`config.mk`:
```
export PLATFORM = sky130hd
export DESIGN_NAME = regfile_arbiter
export DESIGN_NICKNAME = d
export VERILOG_FILES = /design/src/rtl/regfile_arbiter.sv
export SDC_FILE = /design/constraint.sdc
export NUM_CORES = 1
export LEC_CHECK = 0
export BUFFER_PORTS_ARGS = -buffer_cell sky130_fd_sc_hd__buf_2
export CORE_UTILIZATION = 39
export CTS_BUF_LIST = sky130_fd_sc_hd__clkbuf_16
export DETAILED_ROUTE_END_ITERATION = 10
export PLACE_DENSITY = 0.74
export SYNTH_ARGS = -nofsm -noshare
export SYNTH_HDL_FRONTEND = slang
export SYNTH_SLANG_ARGS = --single-unit
```
`constraint.sdc`:
```
create_clock -name clk -period 1.65 [get_ports clk]
set_input_delay 0.165 -clock clk [delete_from_list [all_inputs] [get_ports clk]]
set_output_delay 0.165 -clock clk [all_outputs]
set_load 0.005 [all_outputs]
```
`src/rtl/regfile_arbiter.sv`:
```
// regfile_arbiter: two-requester arbiter with lock/timeout for a single-port 8xWIDTH register file.
// Define REGFILE_ARB_RR_EN for round-robin tie-breaking; fixed R0 priority otherwise.
module regfile_arbiter #(
    parameter int WIDTH    = 4,
    parameter int LOCK_TMO = 15
) (
    input  logic             clk,
    input  logic             rst,
    input  logic             r0_req,
    input  logic             r0_wen,
    input  logic [2:0]       r0_addr,
    input  logic [WIDTH-1:0] r0_wdata,
    input  logic             r0_lock,
    input  logic             r0_hold,
    output logic             r0_gnt,
    output logic             r0_ack,
    output logic [WIDTH-1:0] r0_rdata,
    input  logic             r1_req,
    input  logic             r1_wen,
    input  logic [2:0]       r1_addr,
    input  logic [WIDTH-1:0] r1_wdata,
    input  logic             r1_lock,
    input  logic             r1_hold,
    output logic             r1_gnt,
    output logic             r1_ack,
    output logic [WIDTH-1:0] r1_rdata,
    output logic [2:0]       rf_addr,
    output logic [WIDTH-1:0] rf_wdata,
    output logic             rf_wen,
    input  logic [WIDTH-1:0] rf_rdata,
    output logic             lock_err
);
    typedef enum logic [1:0] {IDLE, LOCK0, LOCK1} state_t;
    localparam logic [7:0] TMO = 8'(LOCK_TMO);
    state_t     state;
    logic [7:0] cnt;
    logic       ack0, ack1, v0, v1, fav1;
    logic       own_req, own_gnt, own_lock;
    // hold is an external stall that keeps a requester from being granted
    assign v0 = r0_req & ~r0_hold & ~rst & (state != LOCK1);
    assign v1 = r1_req & ~r1_hold & ~rst & (state != LOCK0);
`ifdef REGFILE_ARB_RR_EN
    logic ptr;
    always_ff @(posedge clk) begin
        if (rst) ptr <= 1'b0;
        else if (r0_gnt | r1_gnt) ptr <= r0_gnt;
    end
    assign fav1 = ptr;
`else
    assign fav1 = 1'b0;
`endif
    assign r0_gnt   = v0 & (~v1 | ~fav1);
    assign r1_gnt   = v1 & ~r0_gnt;
    assign rf_addr  = r1_gnt ? r1_addr : r0_addr;
    assign rf_wdata = r1_gnt ? r1_wdata : r0_wdata;
    assign rf_wen   = (r0_gnt & r0_wen) | (r1_gnt & r1_wen);
    // a pending ack is dropped as soon as reset is seen
    assign r0_ack   = ack0 & ~rst;
    assign r1_ack   = ack1 & ~rst;
    assign own_req  = (state == LOCK1) ? r1_req : r0_req;
    assign own_gnt  = (state == LOCK1) ? r1_gnt : r0_gnt;
    assign own_lock = (state == LOCK1) ? r1_lock : r0_lock;
    always_ff @(posedge clk) begin
        if (rst) begin
            state    <= IDLE;
            cnt      <= 8'd0;
            lock_err <= 1'b0;
            ack0     <= 1'b0;
            ack1     <= 1'b0;
            r0_rdata <= '0;
            r1_rdata <= '0;
        end else begin
            ack0     <= r0_gnt;
            ack1     <= r1_gnt;
            lock_err <= 1'b0;
            cnt      <= 8'd0;
            if (r0_gnt) r0_rdata <= rf_rdata;
            if (r1_gnt) r1_rdata <= rf_rdata;
            if (state == IDLE)
                state <= (r0_gnt & r0_lock) ? LOCK0 : (r1_gnt & r1_lock) ? LOCK1 : IDLE;
            else if (!own_req)
                state <= IDLE;
            else if (own_gnt)
                state <= own_lock ? state : IDLE;
            else if (cnt + 8'd1 == TMO) begin
                state    <= IDLE;
                lock_err <= 1'b1;
            end else
                cnt <= cnt + 8'd1;
        end
    end
endmodule

```
* Yosys cells after proc, flatten, opt, wreduce, memory -nomap -nowiden
Cells that the tools add are included.
W data, S select, Z words.
** Operators by class
- Add/subtract/negate cells :: 1
- Equality and inequality tests :: 6
- Mux-type cells :: 13
- Bitwise gates (word level) :: 19
- Reductions and logical operators :: 4
** Operator list (count)
- $mux W2 :: 7
- $and A1 B1 Y1 :: 13
- $add A8 B1 Y8 const B :: 1
- $eq A8 B4 Y1 const B :: 1
- $not A1 Y1 :: 5
- $reduce_or A5 Y1 :: 1
- $mux W1 :: 4
- $mux W4 :: 1
- $ne A4 B1 Y1 const B :: 1
- $ne A4 B3 Y1 const B :: 1
- $reduce_or A4 Y1 :: 1
- $mux W3 :: 1
- $eq A2 B2 Y1 const B :: 1
- $logic_not A2 Y1 :: 1
- $ne A2 B1 Y1 const B :: 1
- $ne A2 B2 Y1 const B :: 1
- $reduce_and A2 Y1 :: 1
- $or A1 B1 Y1 :: 1
** Storage, ports and cells
- Bits in registers :: 21
- Input port bits :: 28
- Output and inout bits :: 21
- Word-level logic and storage cells :: 50

* Depth between registers and ports, before layout
- Word-level depth :: 10
- Mapped depth :: 6
- Gate-level depth less buffers :: 6

* Worst setup path before layout
OpenSTA, ideal clock, no wires.
- Path type :: register -> register
- Start :: reg cnt[0]
- End :: reg state[0]
- Setup time :: 117 ps
- Arrival :: 1400 ps
- Required time :: 1533 ps
- Setup slack :: 132 ps
- Stages on the path, launching flop included :: 6
- Buffers on the path :: 0
- Clock period less this slack :: 1518 ps
- Path through :: dfxtp_1 > ha_1 > xor2_1 > nand3b_2 > or3_1 > a32o_1
** Between the ends
- Word-level cells in the longest chain between the ends :: 4
** Ends and longest elaborated chain
- start: declaration :: RTL line 36 : logic [7:0] cnt;
- start signal: assignment :: RTL line 89 : cnt <= cnt + 8'd1;
- $add A8 B1 Y8 :: RTL line 85 : else if (cnt + 8'd1 == TMO) begin
- $eq A8 B4 Y1 :: RTL line 85
- $ne A4 B1 Y1 (no source line)
- $reduce_and A2 Y1 (no source line)
- end signal: assignment :: RTL line 80 : state <= (r0_gnt & r0_lock) ? LOCK0 : (r1_gnt & r1_lock) ? LOCK1 : IDLE;
- end signal: assignment :: RTL line 84 : state <= own_lock ? state : IDLE;
- end: declaration :: RTL line 35 : state_t state;
Every way passes these cells.
A chain may end at the register's enable or synchronous reset.

* Worst setup path in the final report
- Start :: reg state[0]
- End :: out rf_wdata[3]
** Between the ends
- Word-level cells in the longest chain between the ends :: 5
- Elaborated cells on any way between the ends :: 7
- Those cells by class :: eq/ne (2); mux (1); bitwise (4)
** Ends and longest elaborated chain
- $ne A2 B2 Y1 :: RTL line 40 : assign v0 = r0_req & ~r0_hold & ~rst & (state != LOCK1);
- $and A1 B1 Y1 :: RTL line 40
- $not A1 Y1 :: RTL line 53 : assign r1_gnt = v1 & ~r0_gnt;
- $and A1 B1 Y1 (*) :: RTL line 53
- $mux W4 (*) :: RTL line 55 : assign rf_wdata = r1_gnt ? r1_wdata : r0_wdata;
- end: declaration :: RTL line 28 : output logic [WIDTH-1:0] rf_wdata,
Every way passes the cells marked *; elsewhere a longest branch is shown, timed or not.

==> flow_summary.toml <==
[power_and_ir_drop]
p_int_uw = 934
combPwrFrac_pct = 13.5
p_clk_share_pct = 41.9
switching_share_pct = 20.9
p_switching_uw = 247
cellLeakagePower_nw = 0.730
p_per_area_nw_per_um2 = 760
vdd_drop_max_mv = 0.981
seqPwrFrac_pct = 44.6

[place]
post-place-ws_ps = 14.2
gp_congestion = 0.859
hpwl_um = 1860
postPlaceCellArea_um2 = 1370
port_buffers = 48

[setup_path]
cpMaxStageDelayCell = "dfxtp_4"
crit_path_start_kind = "register"
path_max_fanout = 6
crit_type = "register to primary output"
crit_path_start = "state[0]$_SDFFE_PP0P_"
crit_chain = "nand2b_4, nand2_4, nand3_4, inv_4, mux2_2, buf_2"
reg2reg_depth = 5
r2r_slack_ps = 80
crit_path_end = "rf_wdata[3]"
required_ps = 1480
reg2reg_to = "state[0]$_SDFFE_PP0P_"
crit_arrival_ps = 1520
slowest_delay_ps = 360
reg2reg_from = "cnt[1]$_SDFF_PP0_"
critPathCaptureType = "primary output"

[synthesis]
syn-instance-count = 114
yosysSeqAreaShare_pct = 39.0
synth_seq_cells = 21
yosysWarnings = 0
ys_types = 36
avgSynthCellArea_um2 = 9.46
synth_area_um2 = 1080
syn_nets = 144

[timing]
fmax_mhz = 593
fin_worst_skew_ps = 2.51
finalCriticalPeriod_ps = 1690
setup_viol = 6
period_share_pct = 102
hold_viol_final = 0
slew_headroom_pct = 71.2
tns_ps = -78.1
post-route-worst-setup-slack_ps = -36.3
worst_slew_pin_slew_ps = 432
slew_viol_final = 0
rsz0062_at_grt = "yes"

[clock_tree]
cts.sinks = 21
ctsHoldBuffers = 0
cts_tree = "built"
clkSlewWorstSetupHoldPaths_ps = 60
root_buffer = "clkbuf_16"
clk_path_buf_depth = 2
htreeDepth = 1
numCtsBuffers = 3
clkLatencyLatePin_ps = 250

[global_route]
antenna_found_initial = 0
grt_pass1_wl_um = 3580
grt-ovfl-total = 0
grt_pass1_vias = 887
grt_max_degree = 16
grtUsageTotal_pct = 16.4

[drt]
first_iter_violations = 26
wire_per_inst_um = 12.3
num_vias = 1026
routed_via_density = 5.05
wirelength_um = 2500
firstDrtPassIters = 4
ant_nets = 0
drc = 0

[die]
die-area_um2 = 2980
fp-row-count = 18
io_pins = 49
die_w_um = 54.6
start_util_pct = 42.4
die_h_um = 54.6
core_um2 = 2540

[run_status]
status = "finished with violations"
violations = "setup timing"

[cells_and_area]
nets = 204
n_fill_cell = 217
antenna_cells = 0
area_growth_syn_to_layout_pct = 44.0
final_area_um2 = 1550
fin_util_pct = 61.0
drive_above_1_share_pct = 50.3

[worst_hold_path]
hold_class = "primary input to register"

[run]
drv_cap = 0
## worst max-delay path, delay by kind of cell (launching register included)
kind / cells / cell delay [ps]
DFF: 1 / 360
muxes: 1 / 330
and+or+nand+nor: 3 / 330
buffers and inverters: 2 / 250
## synthesized netlist by cell type (all sizes together)
| cell type | instances | area share, % |
|---|---|---|
| a211o | 1 | 0.93 |
| nor4b | 1 | 2.2 |
| ha | 2 | 2.3 |
| nand4b | 1 | 0.81 |
| o221ai | 1 | 1.4 |
| nand2 | 14 | 4.9 |
| mux2 | 11 | 13 |
| xor2 | 4 | 3.2 |
| a32o | 1 | 0.93 |
| nand3 | 4 | 2.3 |
| xnor2 | 3 | 2.4 |
| a221oi | 1 | 0.81 |
| o21ai | 1 | 0.46 |
| nor2b | 7 | 4.1 |
| buf | 1 | 1.0 |
| or3 | 1 | 0.58 |
| nor3 | 4 | 1.9 |
| and2 | 1 | 0.81 |
| nand3b | 1 | 1.0 |
| a21oi | 4 | 1.9 |
| nand4bb | 1 | 1.0 |
| clkbuf | 1 | 0.35 |
| nor2 | 15 | 5.2 |
| nand2b | 2 | 1.9 |
| o22ai | 1 | 0.58 |
| nand4 | 1 | 0.58 |
| inv | 4 | 1.6 |
| a22o | 1 | 0.81 |
| a21o | 1 | 0.81 |
| and2b | 1 | 0.70 |
| dfxtp | 21 | 39 |
| and3 | 1 | 0.58 |
## power by group through the flow
stage	combinational [mW]	clock, mW	sequential (mW)
final	0.159	0.495	0.526
after global routing	0.176	0.518	0.528
after CTS	0.149	0.504	0.527
after detailed placement	0.140	0	0.540
after global placement	0.137	0	0.539
after floorplan	0.0686	0	0.540
## layout make-up
class / count / area, um^2 / share of cell area [%]
inverters: 4 / 17.5 / 1.13
clock inverters: 1 / 3.75 / 0.242
multi-input cells: 87 / 669 / 43.1
clock buffers: 3 / 75.1 / 4.83
repair buffers: 56 / 313 / 20.1
repair inverters: 1 / 7.51 / 0.483
well taps: 30 / 37.5 / 2.42
flip-flops and latches: 21 / 429 / 27.6
## per-stage QoR
stage | instances | total power, mW | hold slack [ps]
2_1_floorplan | 114 | 0.608 | 301
3_5_place_dp | 194 | 0.680 | 418
3_3_place_gp | 194 | 0.676 | 408
4_1_cts | 202 | 1.18 | 163
5_1_grt | 203 | 1.22 | 168
6_report | 203 | 1.18 | 164
## timing repair
item / CTS / global route
resized for setup: 7 / 9
cloned: 1 / 0
pin swaps: 0 / 1
setup buffers: 3 / 1
endpoints found under the setup margin: 10 / 9
## metal layers
metal  track usage [%]  up-vias  share of wire [%]
met5                 0        -                  0
met4              2.14        0               0.48
met3              5.00        2                6.8
met2              31.3       38                 50
met1              17.9      477                 42
li1                  -      509                  -
## flip-flops by register name, summed over array words and instances, names as in the netlist
register	count
ack0	1
ack1	1
cnt	8
lock_err	1
r0_rdata	4
r1_rdata	4
state	2
## cell usage in the layout, fill, tap and decap left out, drive strengths merged, types with 2 or more instances in the layout
cell,n
ha,2
nor3,4
nor2,15
mux2,11
clkbuf,3
a21oi,4
nor2b,7
inv,5
nand3,4
xnor2,3
xor2,4
nand2b,2
dfxtp,21
nand2,14
buf,56
## cell families after synthesis
logic type	Yosys count	share of synthesized area (%)
AND/OR/NAND/NOR	55	28.5
flip-flops	21	39.0
AO/OA/AOI/OAI	12	8.58
multiplexers	11	12.9
XOR/XNOR	7	5.68
buffers and inverters	6	3.02
adder cells (fa/ha/maj)	2	2.32
## how the worst min path moves through the flow
stage                               endpoint  slack (ps)  depth (start not counted)        start
finish              r1_rdata[0]$_SDFFE_PP0P_         160                          2  rf_rdata[0]
global route        r1_rdata[0]$_SDFFE_PP0P_         170                          2  rf_rdata[0]
CTS                 r1_rdata[0]$_SDFFE_PP0P_         160                          2  rf_rdata[0]
detailed placement  r1_rdata[0]$_SDFFE_PP0P_         420                          2  rf_rdata[0]
global placement    r1_rdata[1]$_SDFFE_PP0P_         410                          2  rf_rdata[1]
floorplan           r0_rdata[0]$_SDFFE_PP0P_         300                          2  rf_rdata[0]
(Power assumes the default switching activity.)
